`config.mk`:
```
export PLATFORM = sky130hd
export DESIGN_NAME = buzzer_tone_gen
export DESIGN_NICKNAME = d
export VERILOG_FILES = /design/src/rtl/buzzer_tone_gen.sv
export SDC_FILE = /design/constraint.sdc
export NUM_CORES = 1
export LEC_CHECK = 0
export CAP_MARGIN = 20
export CORE_MARGIN = 8
export CORE_UTILIZATION = 46
export DETAILED_ROUTE_END_ITERATION = 6
export PLACE_DENSITY_LB_ADDON = 0.2
export SLEW_MARGIN = 20
export SYNTH_ARGS = -nofsm -noshare
export SYNTH_HDL_FRONTEND = slang
export SYNTH_SLANG_ARGS = --single-unit
export TNS_END_PERCENT = 30
```
`constraint.sdc`:
```
create_clock -name clk -period 4.01 [get_ports clk]
set_clock_uncertainty 0.2 [all_clocks]
set_input_delay 0.6015 -clock clk [delete_from_list [all_inputs] [get_ports clk]]
set_output_delay 0.6015 -clock clk [all_outputs]
set_load 0.01 [all_outputs]
```
`src/rtl/buzzer_tone_gen.sv`:
```
// -----------------------------------------------------------------------------
// buzzer_tone_gen
//
// Square-wave tone generator for the piano buzzer. A key index 1..15 selects a
// pitch from C4 to C6 (half-period table defined for a 100 MHz clock). Pitch
// changes are only applied at half-period boundaries so a sounding tone never
// produces a runt pulse; stopping or muting cuts the tone on the next cycle.
//
// Parameters:
//   SIM_SHIFT      right-shift applied to every half-period count (simulation
//                  speed-up); each shifted count is clamped to at least 1.
//
// Ports:
//   clk            system clock (100 MHz)
//   rst            synchronous, active-high reset
//   key_on_i       request to sound key_i
//   key_i[3:0]     note index, 0 = rest, 1..15 = C4..C6
//   mute_i         global mute, silences the output on the next cycle
//   buzzer_o       registered square-wave drive to the buzzer
//   tone_active_o  registered, high while a tone is sounding (RUN state)
//   cur_key_o[3:0] registered, key currently being sounded (0 when idle)
// -----------------------------------------------------------------------------
module buzzer_tone_gen #(
    parameter int SIM_SHIFT = 0
) (
    input  logic       clk,
    input  logic       rst,
    input  logic       key_on_i,
    input  logic [3:0] key_i,
    input  logic       mute_i,
    output logic       buzzer_o,
    output logic       tone_active_o,
    output logic [3:0] cur_key_o
);

    localparam logic [0:0] ST_IDLE = 1'b0;
    localparam logic [0:0] ST_RUN  = 1'b1;

    // Raw half-period in clk cycles at 100 MHz for each key.
    function automatic logic [17:0] half_raw(input logic [3:0] k);
        logic [17:0] h;
        case (k)
            4'd1:    h = 18'd191113;
            4'd2:    h = 18'd170265;
            4'd3:    h = 18'd151685;
            4'd4:    h = 18'd143172;
            4'd5:    h = 18'd127551;
            4'd6:    h = 18'd113636;
            4'd7:    h = 18'd101238;
            4'd8:    h = 18'd95556;
            4'd9:    h = 18'd85131;
            4'd10:   h = 18'd75843;
            4'd11:   h = 18'd71586;
            4'd12:   h = 18'd63776;
            4'd13:   h = 18'd56818;
            4'd14:   h = 18'd50619;
            4'd15:   h = 18'd47778;
            default: h = 18'd0;
        endcase
        return h;
    endfunction

    // Counter reload value: the effective half-period minus one, since the
    // counter spends one cycle at each value down to and including zero.
    function automatic logic [17:0] reload_val(input logic [3:0] k);
        logic [17:0] h;
        h = half_raw(k) >> SIM_SHIFT;
        if (h == 18'd0) begin
            h = 18'd1;
        end else begin
            h = h;
        end
        return h - 18'd1;
    endfunction

    logic [0:0]  state_q,  state_d;
    logic        buzzer_q, buzzer_d;
    logic [3:0]  cur_key_q, cur_key_d;
    logic [17:0] cnt_q,    cnt_d;
    logic        start_s;

    assign start_s = key_on_i && (key_i != 4'd0) && !mute_i;

    // Next-state logic for the IDLE/RUN machine, half-period counter and outputs.
    always_comb begin
        state_d   = state_q;
        buzzer_d  = buzzer_q;
        cur_key_d = cur_key_q;
        cnt_d     = cnt_q;
        case (state_q)
            ST_IDLE: begin
                if (start_s) begin
                    state_d   = ST_RUN;
                    buzzer_d  = 1'b1;
                    cur_key_d = key_i;
                    cnt_d     = reload_val(key_i);
                end else begin
                    state_d   = ST_IDLE;
                    buzzer_d  = 1'b0;
                    cur_key_d = 4'd0;
                    cnt_d     = 18'd0;
                end
            end
            ST_RUN: begin
                if (!start_s) begin
                    // Stop wins over everything: cut the tone regardless of phase.
                    state_d   = ST_IDLE;
                    buzzer_d  = 1'b0;
                    cur_key_d = 4'd0;
                    cnt_d     = 18'd0;
                end else if (cnt_q == 18'd0) begin
                    // Half-period boundary: the only place a new pitch is taken.
                    buzzer_d  = ~buzzer_q;
                    cur_key_d = key_i;
                    cnt_d     = reload_val(key_i);
                end else begin
                    cnt_d     = cnt_q - 18'd1;
                end
            end
            default: begin
                state_d   = ST_IDLE;
                buzzer_d  = 1'b0;
                cur_key_d = 4'd0;
                cnt_d     = 18'd0;
            end
        endcase
    end

    // State and output registers with synchronous reset.
    always_ff @(posedge clk) begin
        if (rst) begin
            state_q   <= ST_IDLE;
            buzzer_q  <= 1'b0;
            cur_key_q <= 4'd0;
            cnt_q     <= 18'd0;
        end else begin
            state_q   <= state_d;
            buzzer_q  <= buzzer_d;
            cur_key_q <= cur_key_d;
            cnt_q     <= cnt_d;
        end
    end

    assign buzzer_o      = buzzer_q;
    assign tone_active_o = (state_q == ST_RUN);
    assign cur_key_o     = cur_key_q;

endmodule

```
==> reports/qor.yml <==
status: "finished, final reports clean"
layout_min_cycle_time_ns: 3.75
cts_num_sinks: 24
worst-slew-pin-transition_ns: 0.675
p_per_area_mw_per_mm2: 278
worst_ep_arrival_time_ns: 3.74
seq_power_share_pct: 37.8
via_per_inst: 5.66
drv.max_cap_violation_count: 0
hpwl_um: 3910
total_leakage_power_nw: 0.931
crit_buf_inv: 4
cts_max_level: 1
multiInputGateArea_mm2: 0.00147
synth_enable_flop_cells: 0
route.vias.total: 1912
ff2ff_setup_slack_ns: 1.12
syn_to_final_growth_pct: 17.8
route.detailed.drc: 0
fmax_mhz: 267
dieHeight_um: 83.1
drt_iter0_markers: 81
placement.cell_area_mm2: 0.00238
post_cts_resized: 0
synthArstFlopShare_pct: 0
synth_largest_area_cell: "dfxtp_1"
die_area_mm2: 0.00690
gr-max-usage-layer: "met2"
cts_tree: "yes"
clock_latency_ns: 0.27
first_global_vias: 1824
floorplan.initialDensity_pct: 47.5
setup_viol_count_final: 0
final_nets: 304
required_ns: 4.00
die_w_um: 83.1
top_level_ports: 14
setup_total_negative_slack_ns: 0
setup.worst_path.class: "input pin to flip-flop"
dr.pass1.iters: 4
grt_antenna_before_repair: 0
internal_power_consumption_uw: 448
core_area_mm2: 0.00435
worstPathCellList: "clkdlybuf4s50_1 -> inv_1 -> buf_4 -> ha_1 -> inv_1 -> mux4_2 -> nand4_1 -> nor3_1 -> nor2_1 -> ha_1 -> o31ai_1 -> or3_1 -> nor4b_4 -> xnor2_1 -> a211oi_2"
crit_family: "simple AND/OR/NAND/NOR gates"
routedWlPerCell_um: 14.9
final-instance-count-excl-fill: 338
switchingPower_uw: 230
mappedNetlistNets: 276
num_antenna_cells: 0
route.final.wire_length_um: 5040
placed_cells_incl_taps: 334
globalRouteTotalUtil_pct: 14.4
cts_setup_buffers: 0
postSynthAreaPerCell_um2: 7.99
timing.critical_path.to_type: "flip-flop"
met1_usage_pct: 19.9
ff_latch_area_um2: 480
yosys_most_used_dff: "dfxtp_1"
rows: 24
yosys.area.top_type_share_pct: 23.2
synth.ff_latch_count: 24
fillCellCount: 415
cts_buffers: 3
cts.reportedPaths.clkPinSlew_ns: 0.08
rsz0062_at_grt: "false"
slew_viol_final: 0
critical-path-max-stage-delay_ns: 0.48
post_synth_instance_area_mm2: 0.00207
netlist_top_cells_area: "dfxtp_1 (23%), xnor2_1 (5.5%), ha_1 (5.4%), a21oi_1 (4.4%), o21ai_0 (4.4%)"
cp_max_fo: 6
placement.io_buffers: 13
globalplace.congestion: 0.905
cp_slowest_cell: "mux4_2"
critPathLaunchType: "input pin"
grt_remaining_overflow: 0
clock_power_share_pct: 24.4
layout-drive-gt1-share_pct: 18.2
ir_worst_vdd_mv: 0.118
post_cts_hold_buffer_count: 0
hp-class: "flip-flop to flip-flop"
yosys.cell_types.count: 55
gr-usage-met3_pct: 1.17
synth.yosys.warnings: 0
gate_power_share_pct: 37.8
clockBufferDepth: 2
worst_slew_slack_as_a_fraction_of_its_limit_pct: 54.6
route.antenna.remaining_nets: 0
wire_length_of_the_first_global_routing_pass_um: 8790
cts_root_buffer: "clkbuf_8"
largest_net_degree_at_the_start_of_global_routing: 38
p_sw_share_pct: 34.0
finalHoldViolCount: 0
grt_use_met2_pct: 23.3
syn-instance-count: 259
synth_seq_area_share_pct: 23.2
finalCritPeriodShare_pct: 93.5
finalInstanceArea_mm2: 0.00244
layout by cell type (no fill, tap or decap), drive strengths merged, types with 2 or more instances in the layout:
cell and instances:
nor3b 2, a32oi 2, or3 6, nand2 24, a21boi 2, dfxtp 24
a31oi 3, ha 9, mux2i 3, nor4b 2, a211oi 5, o211ai 3
clkdlybuf4s50 13, xnor2 13, clkbuf 4, nor4 5, a221oi 4, o2bb2ai 2
nand3 10, o21ai 18, o31a 3, nand2b 5, or2 5, a21oi 18
nor2b 4, inv 8, nand4 4, nor3 13, buf 26, xor2 10
o31ai 4, o21a 2, nor2 19
metal layers:
metal  vias up  routed length [um]
met5         -                   0
met4         0                  45
met3         4                 168
met2        38                2370
met1       877                2450
li1        993                   -
stage by stage:
step	setup WS, ns	utilization [%]	power [mW]	hold WS, ns
floorplan	0.137	-	0.447	0.270
finish	0.261	56.0	0.679	0.256
detailed placement	-0.0105	54.7	0.516	0.247
global placement	0.0410	54.7	0.515	0.243
global route	0.0298	56.0	0.724	0.278
CTS	0.249	56.0	0.682	0.260
power groups by stage:
| stage | clock [mW] | combinational [mW] | sequential [mW] |
|---|---|---|---|
| after CTS | 0.170 | 0.256 | 0.256 |
| after detailed placement | 0 | 0.254 | 0.262 |
| after global placement | 0 | 0.254 | 0.262 |
| after floorplan | 0 | 0.186 | 0.261 |
| final | 0.166 | 0.256 | 0.256 |
| after global routing | 0.182 | 0.284 | 0.258 |
flip-flops by register name, indices dropped and copies added (netlist names):
name and cells:
cnt_q 18, cur_key_o 4, buzzer_o 1, tone_active_o 1
cells by family (layout without fill, tap and decap cells):
family                   after synthesis  count (layout)  share of synthesized area, %
buffers and inverters                 24              51                          5.80
multiplexers                           5               5                          3.08
flip-flops                            24              24                          23.2
AND/OR/NAND/NOR                      103             103                          27.3
XOR/XNOR                              23              23                          9.73
AO/OA/AOI/OAI                         71              71                          25.5
adder cells (fa/ha/maj)                9               9                          5.44
worst paths after layout:
kind,start,endpoint,cells after the start
hold reg to reg,cur_key_o[0],cur_key_o[0],2
hold / removal,cur_key_o[0],cur_key_o[0],2
setup / recovery,key_i[0],cnt_q[12],15
setup reg to reg,cnt_q[0],cnt_q[2],8
Yosys cell counts (all sizes together) (4+ instances only):
cell type / instances
xnor2: 13
nand2: 24
dfxtp: 24
xor2: 10
nand4: 4
nand3: 10
nor4: 5
clkbuf: 5
nor2: 19
nand2b: 5
o21ai: 18
or3: 6
inv: 8
a21oi: 18
ha: 9
or2: 5
o31ai: 4
nor3: 13
a211oi: 5
buf: 11
a221oi: 4
nor2b: 4
cell type report:
class	count	share of cell area [%]
Multi-Input combinational cell	211	60.3
Timing Repair Buffer	39	13.9
Inverter	8	1.23
Clock buffer	4	2.26
Sequential cell	24	19.7
Tap cell	52	2.67
tightest hold or removal path, cell delays in order (launching register included):
cell and delay (ns):
dfxtp_1 0.31, nand2_1 0.05, a21oi_1 0.05
(Power assumes the default switching activity.)
